File: src/rtl/dmem_result_capture_if.sv
// Purpose : bundles the snooped tp1 core buses and the result stream port.
// Latency : n/a (signal bundle only).
// Backpressure: the result stream is valid/ready; the snooped buses are never stalled.
// Signals:
//   _iInstMemAddr, _iDataMemAddr, _iDataMemWData, _iDataMemWrite : core buses (snooped)
//   _oResValid, _oResData, _iResReady : result FIFO head, valid/ready
//   _oFifoLevel, _oOverflow, _oDropCount : FIFO status
// Modports: master = core/consumer side, slave = result capture block.
interface dmem_result_capture_if #(
  parameter int DATA_W     = 8,
  parameter int ADDR_W     = 8,
  parameter int FIFO_DEPTH = 4
);
  localparam int LVL_W = $clog2(FIFO_DEPTH) + 1;

  logic [ADDR_W-1:0]   _iInstMemAddr;
  logic [ADDR_W-1:0]   _iDataMemAddr;
  logic [DATA_W-1:0]   _iDataMemWData;
  logic                _iDataMemWrite;
  logic                _oResValid;
  logic [2*DATA_W-1:0] _oResData;
  logic                _iResReady;
  logic [LVL_W-1:0]    _oFifoLevel;
  logic                _oOverflow;
  logic [7:0]          _oDropCount;

  modport master (
    output _iInstMemAddr, _iDataMemAddr, _iDataMemWData, _iDataMemWrite, _iResReady,
    input  _oResValid, _oResData, _oFifoLevel, _oOverflow, _oDropCount
  );

  modport slave (
    input  _iInstMemAddr, _iDataMemAddr, _iDataMemWData, _iDataMemWrite, _iResReady,
    output _oResValid, _oResData, _oFifoLevel, _oOverflow, _oDropCount
  );
endinterface

File: src/rtl/dmem_result_capture.sv
// Purpose : snoops tp1 result-byte writes and pushes {hi,lo} into a FIFO once per DONE_PC visit.
// Latency : push at a DONE edge is visible on _oResValid/_oResData the following cycle.
// Backpressure: consumer stalls via _iResReady; a push into a full FIFO is dropped and counted.
// Ports:
//   _iClk, _iReset : clock, synchronous active-high reset
//   bus (slave)    : snooped inst/data buses, result valid/ready head, level/overflow/drop count
module dmem_result_capture #(
  parameter int              DATA_W      = 8,
  parameter int              ADDR_W      = 8,
  parameter logic [ADDR_W-1:0] RES_LO_ADDR = 8'h02,
  parameter logic [ADDR_W-1:0] RES_HI_ADDR = 8'h03,
  parameter logic [ADDR_W-1:0] DONE_PC     = 8'h87,
  parameter int              FIFO_DEPTH  = 4
) (
  input  logic                 _iClk,
  input  logic                 _iReset,
  dmem_result_capture_if.slave bus
);

  localparam int RES_W = 2 * DATA_W;
  localparam int PTR_W = $clog2(FIFO_DEPTH);
  localparam int LVL_W = PTR_W + 1;

  typedef enum logic [0:0] {
    S_WAIT_DONE = 1'b0,
    S_AT_DONE   = 1'b1
  } state_t;

  // State
  state_t             r_state;
  logic [DATA_W-1:0]  r_lo;
  logic [DATA_W-1:0]  r_hi;
  logic [RES_W-1:0]   r_mem [FIFO_DEPTH];
  logic [PTR_W-1:0]   r_wptr;
  logic [PTR_W-1:0]   r_rptr;
  logic [LVL_W-1:0]   r_level;
  logic               r_valid;
  logic [RES_W-1:0]   r_head;
  logic               r_ovf;
  logic [7:0]         r_drop;

  // Next-state helpers
  logic [DATA_W-1:0]  w_lo_nxt;
  logic [DATA_W-1:0]  w_hi_nxt;
  logic [RES_W-1:0]   w_push_dat;
  logic               w_at_done;
  logic               w_push;
  logic               w_pop;
  logic               w_full;
  logic               w_accept;
  logic               w_drop;
  logic [PTR_W-1:0]   w_rptr_nxt;
  logic [LVL_W-1:0]   w_level_nxt;
  logic [RES_W-1:0]   w_head_nxt;

  always_comb begin
    // Shadow update, forwarded so a result write in the trigger cycle is captured.
    w_lo_nxt = r_lo;
    w_hi_nxt = r_hi;
    if (bus._iDataMemWrite) begin
      if (bus._iDataMemAddr == RES_LO_ADDR) w_lo_nxt = bus._iDataMemWData;
      if (bus._iDataMemAddr == RES_HI_ADDR) w_hi_nxt = bus._iDataMemWData;
    end
    w_push_dat = {w_hi_nxt, w_lo_nxt};

    w_at_done = (bus._iInstMemAddr == DONE_PC);
    w_push    = (r_state == S_WAIT_DONE) && w_at_done;
    w_pop     = r_valid && bus._iResReady;
    w_full    = (r_level == LVL_W'(FIFO_DEPTH));
    // A pop in the same cycle frees the slot, so a full FIFO still accepts.
    w_accept  = w_push && (!w_full || w_pop);
    w_drop    = w_push && w_full && !w_pop;

    w_rptr_nxt = w_pop ? (r_rptr + PTR_W'(1)) : r_rptr;

    w_level_nxt = r_level;
    if (w_accept && !w_pop)      w_level_nxt = r_level + LVL_W'(1);
    else if (!w_accept && w_pop) w_level_nxt = r_level - LVL_W'(1);

    // The registered head is precomputed so outputs stay flop-driven. When the
    // new head slot is the one being written this edge, take the push data.
    w_head_nxt = '0;
    if (w_level_nxt != '0) begin
      if (w_accept && (r_wptr == w_rptr_nxt)) w_head_nxt = w_push_dat;
      else                                    w_head_nxt = r_mem[w_rptr_nxt];
    end
  end

  // Storage array carries no reset; pointers/level define what is live.
  always_ff @(posedge _iClk) begin
    if (w_accept && !_iReset) r_mem[r_wptr] <= w_push_dat;
  end

  always_ff @(posedge _iClk) begin
    if (_iReset) begin
      r_state <= S_WAIT_DONE;
      r_lo    <= '0;
      r_hi    <= '0;
      r_wptr  <= '0;
      r_rptr  <= '0;
      r_level <= '0;
      r_valid <= 1'b0;
      r_head  <= '0;
      r_ovf   <= 1'b0;
      r_drop  <= '0;
    end else begin
      r_lo <= w_lo_nxt;
      r_hi <= w_hi_nxt;

      case (r_state)
        S_WAIT_DONE: if (w_at_done)  r_state <= S_AT_DONE;
        S_AT_DONE:   if (!w_at_done) r_state <= S_WAIT_DONE;
        default:                     r_state <= S_WAIT_DONE;
      endcase

      if (w_accept) r_wptr <= r_wptr + PTR_W'(1);
      r_rptr  <= w_rptr_nxt;
      r_level <= w_level_nxt;
      r_valid <= (w_level_nxt != '0);
      r_head  <= w_head_nxt;

      if (w_drop) begin
        r_ovf <= 1'b1;
        if (r_drop != 8'hFF) r_drop <= r_drop + 8'd1;
      end
    end
  end

  assign bus._oResValid  = r_valid;
  assign bus._oResData   = r_head;
  assign bus._oFifoLevel = r_level;
  assign bus._oOverflow  = r_ovf;
  assign bus._oDropCount = r_drop;

endmodule
File: src/flat_wrapper.sv
// flat-port wrapper written by rule: the top's interface ports become plain ports
module dmem_result_capture_flat 
#(
  parameter int              DATA_W      = 8,
  parameter int              ADDR_W      = 8,
  parameter logic [ADDR_W-1:0] RES_LO_ADDR = 8'h02,
  parameter logic [ADDR_W-1:0] RES_HI_ADDR = 8'h03,
  parameter logic [ADDR_W-1:0] DONE_PC     = 8'h87,
  parameter int              FIFO_DEPTH  = 4
)
  (_iClk, _iReset, bus__iInstMemAddr, bus__iDataMemAddr, bus__iDataMemWData, bus__iDataMemWrite, bus__iResReady, bus__oResValid, bus__oResData, bus__oFifoLevel, bus__oOverflow, bus__oDropCount);
  dmem_result_capture_if #(.DATA_W(DATA_W), .ADDR_W(ADDR_W), .FIFO_DEPTH(FIFO_DEPTH)) bus_i ();
  input  logic _iClk;
  input  logic _iReset;
  input wire logic [$bits(bus_i._iInstMemAddr)-1:0] bus__iInstMemAddr;
  input wire logic [$bits(bus_i._iDataMemAddr)-1:0] bus__iDataMemAddr;
  input wire logic [$bits(bus_i._iDataMemWData)-1:0] bus__iDataMemWData;
  input wire logic [$bits(bus_i._iDataMemWrite)-1:0] bus__iDataMemWrite;
  input wire logic [$bits(bus_i._iResReady)-1:0] bus__iResReady;
  output wire logic [$bits(bus_i._oResValid)-1:0] bus__oResValid;
  output wire logic [$bits(bus_i._oResData)-1:0] bus__oResData;
  output wire logic [$bits(bus_i._oFifoLevel)-1:0] bus__oFifoLevel;
  output wire logic [$bits(bus_i._oOverflow)-1:0] bus__oOverflow;
  output wire logic [$bits(bus_i._oDropCount)-1:0] bus__oDropCount;
  assign bus_i._iInstMemAddr = bus__iInstMemAddr;
  assign bus_i._iDataMemAddr = bus__iDataMemAddr;
  assign bus_i._iDataMemWData = bus__iDataMemWData;
  assign bus_i._iDataMemWrite = bus__iDataMemWrite;
  assign bus_i._iResReady = bus__iResReady;
  assign bus__oResValid = bus_i._oResValid;
  assign bus__oResData = bus_i._oResData;
  assign bus__oFifoLevel = bus_i._oFifoLevel;
  assign bus__oOverflow = bus_i._oOverflow;
  assign bus__oDropCount = bus_i._oDropCount;
  dmem_result_capture #(.DATA_W(DATA_W), .ADDR_W(ADDR_W), .RES_LO_ADDR(RES_LO_ADDR), .RES_HI_ADDR(RES_HI_ADDR), .DONE_PC(DONE_PC), .FIFO_DEPTH(FIFO_DEPTH)) u_core (._iClk(_iClk), ._iReset(_iReset), .bus(bus_i));
endmodule
File: config.mk
export PLATFORM = sky130hd
export DESIGN_NAME = dmem_result_capture_flat
export DESIGN_NICKNAME = d
export VERILOG_FILES = /design/src/rtl/dmem_result_capture_if.sv /design/src/rtl/dmem_result_capture.sv /design/src/flat_wrapper.sv
export SDC_FILE = /design/constraint.sdc
export NUM_CORES = 1
export LEC_CHECK = 0
export CAP_MARGIN = 20
export CORE_MARGIN = 2
export CORE_UTILIZATION = 38
export CTS_BUF_LIST = sky130_fd_sc_hd__clkbuf_4
export CTS_CLUSTER_SIZE = 10
export DETAILED_ROUTE_END_ITERATION = 10
export PLACE_DENSITY = 0.65
export SETUP_SLACK_MARGIN = 0.05
export SYNTH_ARGS = -nofsm -noshare
export SYNTH_HDL_FRONTEND = slang
export SYNTH_SLANG_ARGS = --single-unit
File: constraint.sdc
create_clock -name _iClk -period 4.7 [get_ports _iClk]
set_clock_uncertainty 0.2 [all_clocks]
set_input_delay 0.47 -clock _iClk [delete_from_list [all_inputs] [get_ports _iClk]]
set_output_delay 0.47 -clock _iClk [all_outputs]
set_load 0.1 [all_outputs]
==> results of run 1 <==
[flip-flops by register name, indices dropped and copies added (netlist names)]
name and cells:
u_core.bus._oOverflow 1, u_core.r_hi 8, u_core.r_state 1, u_core.r_mem 64, u_core.r_wptr 2, u_core.bus._oResValid 1, u_core.bus._oFifoLevel 3, u_core.bus._oResData 16
u_core.r_rptr 2, u_core.r_lo 8, u_core.bus._oDropCount 8
[critical path, stage by stage]
cell	delay, ps
clkdlybuf4s50_1	400
or4b_4	550
or3_4	470
nor3_1	470
and2_1	750
[layout make-up]
cell class / instances / area, um2 / area share
flip-flops and latches: 114 / 2923 / 0.4791
multi-input cells: 292 / 2082 / 0.3413
repair buffers: 62 / 605.6 / 0.09926
well taps: 176 / 220.2 / 0.03610
clock buffers: 20 / 150.1 / 0.02461
clock inverters: 12 / 93.84 / 0.01538
inverters: 7 / 26.28 / 0.004307
[through the flow]
stage	utilization	total power (uW)	worst slack, ps
CTS	0.4607	3021	1585
global route	0.4607	3128	1466
finish	0.4607	2999	1538
global placement	0.4423	2371	1073
detailed placement	0.4423	2382	1010
floorplan	-	2114	1372
[routing by layer]
| layer | track usage | up-vias | part of all wire |
|---|---|---|---|
| met5 | 0 | - | 0 |
| met4 | 0.06250 | 0 | 0.014 |
| met3 | 0.04953 | 19 | 0.068 |
| met2 | 0.2539 | 145 | 0.45 |
| met1 | 0.2241 | 1792 | 0.46 |
| li1 | - | 1776 | - |
[worst min path at each step]
stage | from | slack (ps) | end
3_5_place_dp | u_core.bus._oOverflow | 280 | u_core.bus._oOverflow
4_1_cts | u_core.bus._oOverflow | 310 | u_core.bus._oOverflow
3_3_place_gp | u_core.bus._oOverflow | 250 | u_core.bus._oOverflow
6_report | u_core.bus._oOverflow | 300 | u_core.bus._oOverflow
5_1_grt | u_core.bus._oOverflow | 350 | u_core.bus._oOverflow
2_1_floorplan | u_core.r_wptr[1] | 340 | u_core.r_wptr[1]
[power by group through the flow]
| stage | sequential (uW) | clock (uW) | combinational (uW) |
|---|---|---|---|
| floorplan | 1750 | 0 | 362 |
| global placement | 1210 | 0 | 1160 |
| detailed placement | 1210 | 0 | 1180 |
| CTS | 1180 | 656 | 1180 |
| global route | 1200 | 697 | 1230 |
| finish | 1180 | 638 | 1180 |
[layout by cell type (no fill, tap or decap), drive strengths merged, types with 4 or more instances in the layout]
| cell type | n |
|---|---|
| xnor2 | 8 |
| nor2 | 32 |
| nand2 | 20 |
| clkinv | 8 |
| nor3b | 16 |
| dfxtp | 50 |
| inv | 7 |
| o21ai | 34 |
| or3 | 4 |
| edfxtp | 64 |
| buf | 6 |
| o22ai | 16 |
| nor3 | 22 |
| mux2i | 5 |
| clkdlybuf4s50 | 56 |
| ha | 8 |
| and2 | 22 |
| o221ai | 16 |
| clkbuf | 20 |
| nand3 | 6 |
| a211oi | 18 |
| mux2 | 32 |
[logic make-up (layout without fill, tap and decap cells)]
kind of cell / Yosys count / count (layout) / share of synthesized area
AND/OR/NAND/NOR: 139 / 139 / 0.1514
flip-flops: 114 / 114 / 0.5666
AO/OA/AOI/OAI: 97 / 97 / 0.1334
buffers and inverters: 38 / 101 / 0.03104
multiplexers: 37 / 37 / 0.07955
XOR/XNOR: 11 / 11 / 0.01868
adder cells (fa/ha/maj): 8 / 8 / 0.01940
==> results_dict.tcl, run 1 <==
set metrics [dict create \
    io_buffers 56 \
    whs_ps 296.9 \
    instances_no_fill 683 \
    n_fill_cell 1223 \
    dpl_cell_area_um2 5857 \
    dieArea_um2 14520 \
    cts_resized 0 \
    coreArea_um2 13240 \
    htreeDepth 4 \
    via_count 3732 \
    yosysMostFrequentCell "edfxtp_1" \
    intPower_uw 1699 \
    arrival_ps 3110 \
    dp.cells 651 \
    hold_path_class "reg2reg" \
    syn_avg_cell_area_um2 11.62 \
    leakage_uw 0.002144 \
    cap_violations 0 \
    grt_max_degree 45 \
    synth_top_cell_by_area "edfxtp_1" \
    vias_per_cell 5.464 \
    post_cts_buffers 0 \
    grt_pass1_vias 3583 \
    synth-seq-area-share 0.5666 \
    ir_worst_vdd_uv 244.8 \
    nets 530 \
    crit_path_max_fanout 16 \
    place_congestion 0.7513 \
    avgRoutedWirePerCell_um 16.83 \
    cts_tree "built" \
    seqPwrFrac 0.394 \
    ant_nets 0 \
    synthFlopType "edfxtp_1" \
    end_kind "flop" \
    post-route-period-util 0.6728 \
    min_period_ps 3162 \
    io_pins 57 \
    drt-initial-drc-count 322 \
    synth-edff-count 64 \
    die_h_um 120.5 \
    clk_latency_ps 530 \
    regToRegEndpoint "u_core.bus._oResData[9]" \
    finalWirelength_mm 11.49 \
    netlist.area_leader.share 0.3725 \
    die_w_um 120.5 \
    synthCells 444 \
    regToRegSetupSlack_ps 1810 \
    synth.area.top_cells "edfxtp_1, dfxtp_1, mux2_2" \
    critPathLaunchType "primary input" \
    syn-cell-area_um2 5159 \
    stdcell_area_um2 6101 \
    cts_hold_buffers 0 \
    worstRegToRegCells 7 \
    rsz0062_at_grt "no" \
    async_reset_ff_frac 0 \
    clk_pin_slew_ps 90 \
    synth.ff_latch_count 114 \
    finalSetupViolations 0 \
    drive_gt1_frac 0.1617 \
    worstSetupStartpoint "bus__iInstMemAddr[5]" \
    pwr-share-clk 0.213 \
    synthTopCellsByCount "edfxtp_1, dfxtp_1, o21ai_0, mux2_2, nor2_1" \
    syn2layout_area_growth_pct 18.26 \
    synth_fp_nets 480 \
    required_ps 4650 \
    cts_root_buffer "clkbuf_4" \
    antenna_cells 0 \
    setup_tns_ps 0 \
    grt_use_total 0.1665 \
    row_count 42 \
    r2r_start "u_core.bus._oFifoLevel[0]" \
    worst_pin_slew_ps 1032 \
    grt_pass1_wl_mm 18.42 \
    endpoint "u_core.r_mem[0][1]" \
    swShare 0.4333 \
    fmax_mhz 316.2 \
    synthDistinctLibCells 48 \
    combPwrFrac 0.393 \
    status "finished clean" \
    slew_violations 0 \
    crit_type "in2reg" \
    start_util 0.3896 \
    slew_headroom 0.3101 \
    hold_viol 0 \
    power_switching_uw 1299 \
    cts_max_path_buffers 2 \
    drc 0 \
    grt_remaining_overflow 0 \
    cts-buffers-inserted 17 \
    p_per_area_nw_per_um2 491.5 \
    dp_hpwl_mm 7.565 \
    dr.pass1.iters 6 \
    ys_warn_count 0 \
    numClockSinks 114 \
    antenna_found_initial 0 \
    hold_depth 2 \
]
No activity file was read; power rests on OpenSTA's default activity.
==> run 2: changes to the inputs <==
Settings changed: PLACE_DENSITY 0.65 to 0.67.
Clock period 4.7 ns to 2.55 ns, I/O delays scaled along.
==> run 2 against run 1 <==
  * Core utilization increased by 2.3 points
  * Largest power group is now combinational cells
  * Global-route usage increased by 1.4 points
  * Design area increased by 5.0%
  * Sequential share of layout area decreased by 2.1 points
  * Die area unchanged
  * Sequential cell count unchanged
  * Combinational power increased by 100%
  * Via count increased by 3.5%
  * Routed wire length increased by 9.2%
==> results_dict.tcl, run 2 (synthesis results as in run 1) <==
set metrics [dict create \
    status "finished clean" \
    dr.pass1.iters 4 \
    worst_pin_slew_ps 399.0 \
    die_h_um 120.5 \
    grt_remaining_overflow 0 \
    p_per_area_nw_per_um2 907.3 \
    finalWirelength_mm 12.55 \
    fmax_mhz 409.2 \
    clk_pin_slew_ps 100 \
    dp_hpwl_mm 8.114 \
    grt_pass1_vias 3955 \
    htreeDepth 4 \
    required_ps 2750 \
    setup_tns_ps 0 \
    die_w_um 120.5 \
    nets 559 \
    n_fill_cell 1211 \
    hold_viol 0 \
    numClockSinks 114 \
    grt_pass1_wl_mm 20.17 \
    io_buffers 56 \
    largest_reg_flops 64 \
    critPathLaunchType "flop" \
    crit_path_max_fanout 8 \
    stdcell_area_um2 6409 \
    drive_gt1_frac 0.2780 \
    grt_use_total 0.1808 \
    ir_worst_vdd_uv 517.1 \
    hold_path_class "in2reg" \
    start_util 0.3896 \
    crit_type "reg2reg" \
    rsz0062_at_grt "no" \
    arrival_ps 2640 \
    io_pins 57 \
    coreArea_um2 13240 \
    final_cell_mix "edfxtp_1, buf_4, dfxtp_1" \
    drc 0 \
    final_common_cell "edfxtp_1" \
    use_met1 0.2254 \
    dp.cells 677 \
    cap_violations 0 \
    dpl_cell_area_um2 6101 \
    leakage_uw 0.002382 \
    slew_violations 0 \
    syn2layout_area_growth_pct 24.23 \
    grt_util_met3 0.04528 \
    instances_no_fill 712 \
    cts_max_path_buffers 2 \
    place_congestion 0.8118 \
    cts_root_buffer "clkbuf_4" \
    ant_nets 0 \
    cts-buffers-inserted 17 \
    drt-initial-drc-count 451 \
    total_power_uw 5815 \
    final_core_util 0.4839 \
    finalSetupViolations 0 \
    antenna_cells 0 \
    top_usage_layer "met2" \
    clk_latency_ps 510 \
    cts_tree "built" \
    avgRoutedWirePerCell_um 17.62 \
    post-route-period-util 0.9584 \
    antenna_found_initial 0 \
    largest_register "u_core.r_mem" \
    grt_max_degree 42 \
    min_period_ps 2444 \
    via_count 3864 \
    dieArea_um2 14520 \
    end_kind "flop" \
    vias_per_cell 5.427 \
    slew_headroom 0.7316 \
    use_met2 0.3047 \
    row_count 42 \
]
==> run 2: metrics by stage <==
stage / hold WS (ps) / setup slack (ps)
final: 288.6 / 106.1
after global routing: 266.7 / 70.17
after CTS: 234.8 / 85.45
after detailed placement: 271.6 / -273.2
after global placement: 265.0 / -266.3
after floorplan: 256.3 / -103.7
==> run 2: worst paths after layout <==
kind / cells past startpoint / slack (ps) / endpoint / startpoint
hold / removal: 4 / 290 / u_core.r_state / bus__iInstMemAddr[1]
setup reg to reg: 8 / 110 / u_core.bus._oResData[3] / u_core.bus._oFifoLevel[0]
setup / recovery: 8 / 110 / u_core.bus._oResData[3] / u_core.bus._oFifoLevel[0]
hold reg to reg: 2 / 290 / u_core.bus._oOverflow / u_core.bus._oOverflow
==> run 2: layer usage <==
metal | part of all wire | vias up
li1 | - | 1841
met1 | 0.42 | 1890
met2 | 0.50 | 127
met3 | 0.073 | 6
met4 | 0.0057 | 0
met5 | 0 | -
==> run 2: area by class of cell <==
cell class                 instances  area, um2  area share
timing repair buffer              91      855.8      0.1335
multi-input combinational        292       2100      0.3276
sequential                       114       2934      0.4578
tap                              176      220.2     0.03436
inverter                           7      31.28    0.004881
clock buffer                      20      150.1     0.02343
clock inverter                    12      117.6     0.01835
==> run 2: critical path, cell delays in order (launching register included) <==
cell and delay [ps]:
dfxtp_4 390, inv_4 50, ha_4 160, a221o_1 300, or3_4 340, or3_4 340
a32oi_4 270, clkbuf_16 230, a211oi_1 50
==> run 2: repair_timing <==
action	in CTS	in global routing
endpoints found under the setup margin	0	13
resized for setup	0	0
hold buffers	0	0
buffers inserted	0	2
==> run 2: power breakdown <==
| part | switching, uW | leakage, uW | internal (uW) | total [uW] |
|---|---|---|---|---|
| logic | 1700 | 0.00124 | 665 | 2370 |
| registers | 103 | 0.00100 | 2080 | 2190 |
| clock network | 661 | 0.000141 | 600 | 1260 |
| total | 2470 | 0.00238 | 3350 | 5810 |
==> run 3: changes to the inputs <==
Settings changed: ABC_AREA set to 1, CORE_ASPECT_RATIO set to 1.2, PLACE_DENSITY 0.67 to 0.65.
Clock period 2.55 ns to 2.4 ns, I/O delays scaled along.
==> run 3 against run 2 <==
  * Sequential share of layout area up 1.8 points
  * Register-to-register slack improved by 340 ps
  * Routed wire length is 17% lower
  * Die area decreased by 3.6%
  * Hold slack got worse by 110 ps
  * Clock power rose by 25%
  * Synthesized cell count grew 21%
  * Design area fell by 3.6%
  * Final cell count grew 11%
  * Fmax up 25%
  * First-iteration DRC count decreased by 61%
  * Via count fell by 3.5%
  * Critical path type unchanged
  * Highest routed layer unchanged
==> results_dict.tcl, run 3 <==
set metrics [dict create \
    antenna_found_initial 1 \
    status "finished clean" \
    ant_nets 0 \
    dp_hpwl_mm 7.433 \
    clk_pin_slew_ps 110 \
    coreArea_um2 12720 \
    pre_cts_ws_ps 7.683 \
    cts_tree "built" \
    cts_root_buffer "clkbuf_4" \
    drt-initial-drc-count 176 \
    drive_gt1_frac 0.1834 \
    cts-buffers-inserted 17 \
    fmax_mhz 512.2 \
    max_stage_delay_ps 350 \
    multi_input_area_um2 1699 \
    synth_top_cell_by_area "edfxtp_1" \
    synthFlopType "edfxtp_1" \
    clk_latency_ps 520 \
    min_period_ps 1952 \
    nets 650 \
    final_cell_mix "nand2_1, nor2_1, inv_1" \
    yosysMostFrequentCell "nand2_1" \
    row_count 45 \
    cap_violations 0 \
    finalWorstSetupSlack_ps 447.8 \
    grt_pass1_wl_mm 17.15 \
    place_congestion 0.8277 \
    ir_worst_vdd_uv 577.2 \
    hold_path_class "in2reg" \
    post-route-period-util 0.8134 \
    finalSetupViolations 0 \
    final_common_cell "nand2_1" \
    grt_use_total 0.1608 \
    slowest_stage "dfxtp_4" \
    finalWirelength_mm 10.44 \
    dieArea_um2 14010 \
    slew_violations 0 \
    avgRoutedWirePerCell_um 13.18 \
    largest_register "u_core.r_mem" \
    crit_top_cell "nand2_1" \
    vias_per_cell 4.710 \
    synthTopCellsByCount "nand2_1, nor2_1, inv_1, edfxtp_1, dfxtp_1" \
    dpl_cell_area_um2 5857 \
    use_met1 0.2008 \
    syn_avg_cell_area_um2 9.216 \
    use_met2 0.2619 \
    cts_hold_buffers 0 \
    start_util 0.3904 \
    top_usage_layer "met2" \
    path_cells "nand2_2, inv_4, nand2_4, nand2_4, inv_2, o21ai_0, o21ai_1, nand2_1, nand2_1, nand2_1, inv_1" \
    io_pins 57 \
    grt_util_met3 0.04779 \
    largest_reg_flops 64 \
    die_h_um 129.2 \
    ys_warn_count 0 \
    hold_viol 0 \
    grt_max_degree 34 \
    io_buffers 56 \
    dp.cells 759 \
    syn2layout_area_growth_pct 24.38 \
    instances_no_fill 792 \
    synth-edff-count 64 \
    leakage_uw 0.002676 \
    critPathLaunchType "flop" \
    synth_fp_nets 575 \
    synthDistinctLibCells 35 \
    grt_pass1_vias 3524 \
    stdcell_area_um2 6178 \
    die_w_um 108.4 \
    htreeDepth 4 \
    end_kind "flop" \
    cts_resized 0 \
    final_core_util 0.4855 \
    numClockSinks 114 \
    synth-seq-area-share 0.5884 \
    post_cts_buffers 0 \
    crit_path_max_fanout 32 \
    syn-cell-area_um2 4967 \
    p_per_area_nw_per_um2 961.0 \
    netlist.area_leader.share 0.3869 \
    rsz0062_at_grt "no" \
    grt_remaining_overflow 0 \
    dr.pass1.iters 4 \
    worst_pin_slew_ps 481.2 \
    crit_type "reg2reg" \
    required_ps 2680 \
    total_power_uw 5938 \
    synth.area.top_cells "edfxtp_1, dfxtp_1, nand2_1" \
    ff_latch_area_um2 2939 \
    n_fill_cell 1253 \
    synth.ff_latch_count 114 \
    synthCells 539 \
    cts_max_path_buffers 2 \
    slew_headroom 0.6784 \
    drc 0 \
    via_count 3730 \
    async_reset_ff_frac 0 \
    arrival_ps 2230 \
]
-- run 3: changes by cell type after synthesis, moves of 16 or more --
cell      before  now
nor2_1        32   83
clkbuf_1      26    7
inv_1          7   77
and2_1        22    0
nand2_1       20  103
nor3_1        21    4
o22ai_1       16    0
mux2_2        32    0
nand3_1        6   25
o221ai_1      16    0
nor3b_1       16    0
-- run 3: final timing paths --
check	startpoint	endpoint	slack, ps	cells past startpoint
hold reg to reg	u_core.bus._oOverflow	u_core.bus._oOverflow	290	2
hold / removal	bus__iInstMemAddr[2]	u_core.r_state	180	3
setup reg to reg	u_core.bus._oResValid	u_core.bus._oResData[14]	450	11
setup / recovery	u_core.bus._oResValid	u_core.bus._oResData[14]	450	11
-- run 3: power breakdown --
part	internal [uW]	switching, uW
registers	2190	64.2
clock network	868	706
logic	520	1590
total	3570	2360
-- run 3: metal layers --
layer	part of all wire	wire length, um
met3	0.053	554
met5	0	0
met4	0.015	152
met2	0.49	5161
met1	0.44	4567
-- run 3: through the flow --
step	TNS, ps	hold slack, ps
after global placement	0	264.4
after floorplan	-297.1	234.5
after CTS	0	139.1
after detailed placement	0	272.5
final	0	182.7
after global routing	0	177.5
-- run 3: logic make-up after synthesis --
| group | Yosys count | share of synthesized area |
|---|---|---|
| AND/OR/NAND/NOR | 233 | 0.2020 |
| buffers and inverters | 99 | 0.08212 |
| flip-flops | 114 | 0.5884 |
| adder cells (fa/ha/maj) | 8 | 0.02015 |
| XOR/XNOR | 9 | 0.02116 |
| AO/OA/AOI/OAI | 76 | 0.08615 |
-- run 3: cell type report --
| cell class | count | share of cell area |
|---|---|---|
| Clock inverter | 11 | 0.02612 |
| Multi-Input combinational cell | 326 | 0.2750 |
| Clock buffer | 21 | 0.02552 |
| Antenna cell | 1 | 0.0004050 |
| Timing Repair Buffer | 74 | 0.1130 |
| Sequential cell | 114 | 0.4757 |
| Tap cell | 164 | 0.03321 |
| Inverter | 81 | 0.05103 |
-- run 3: worst max-delay path, delay by kind of cell (launching register included) --
kind,cells,cell delay [ps]
AOI/OAI and AO/OA,2,350
DFF,1,350
and+or+nand+nor,6,540
buffers and inverters,3,470
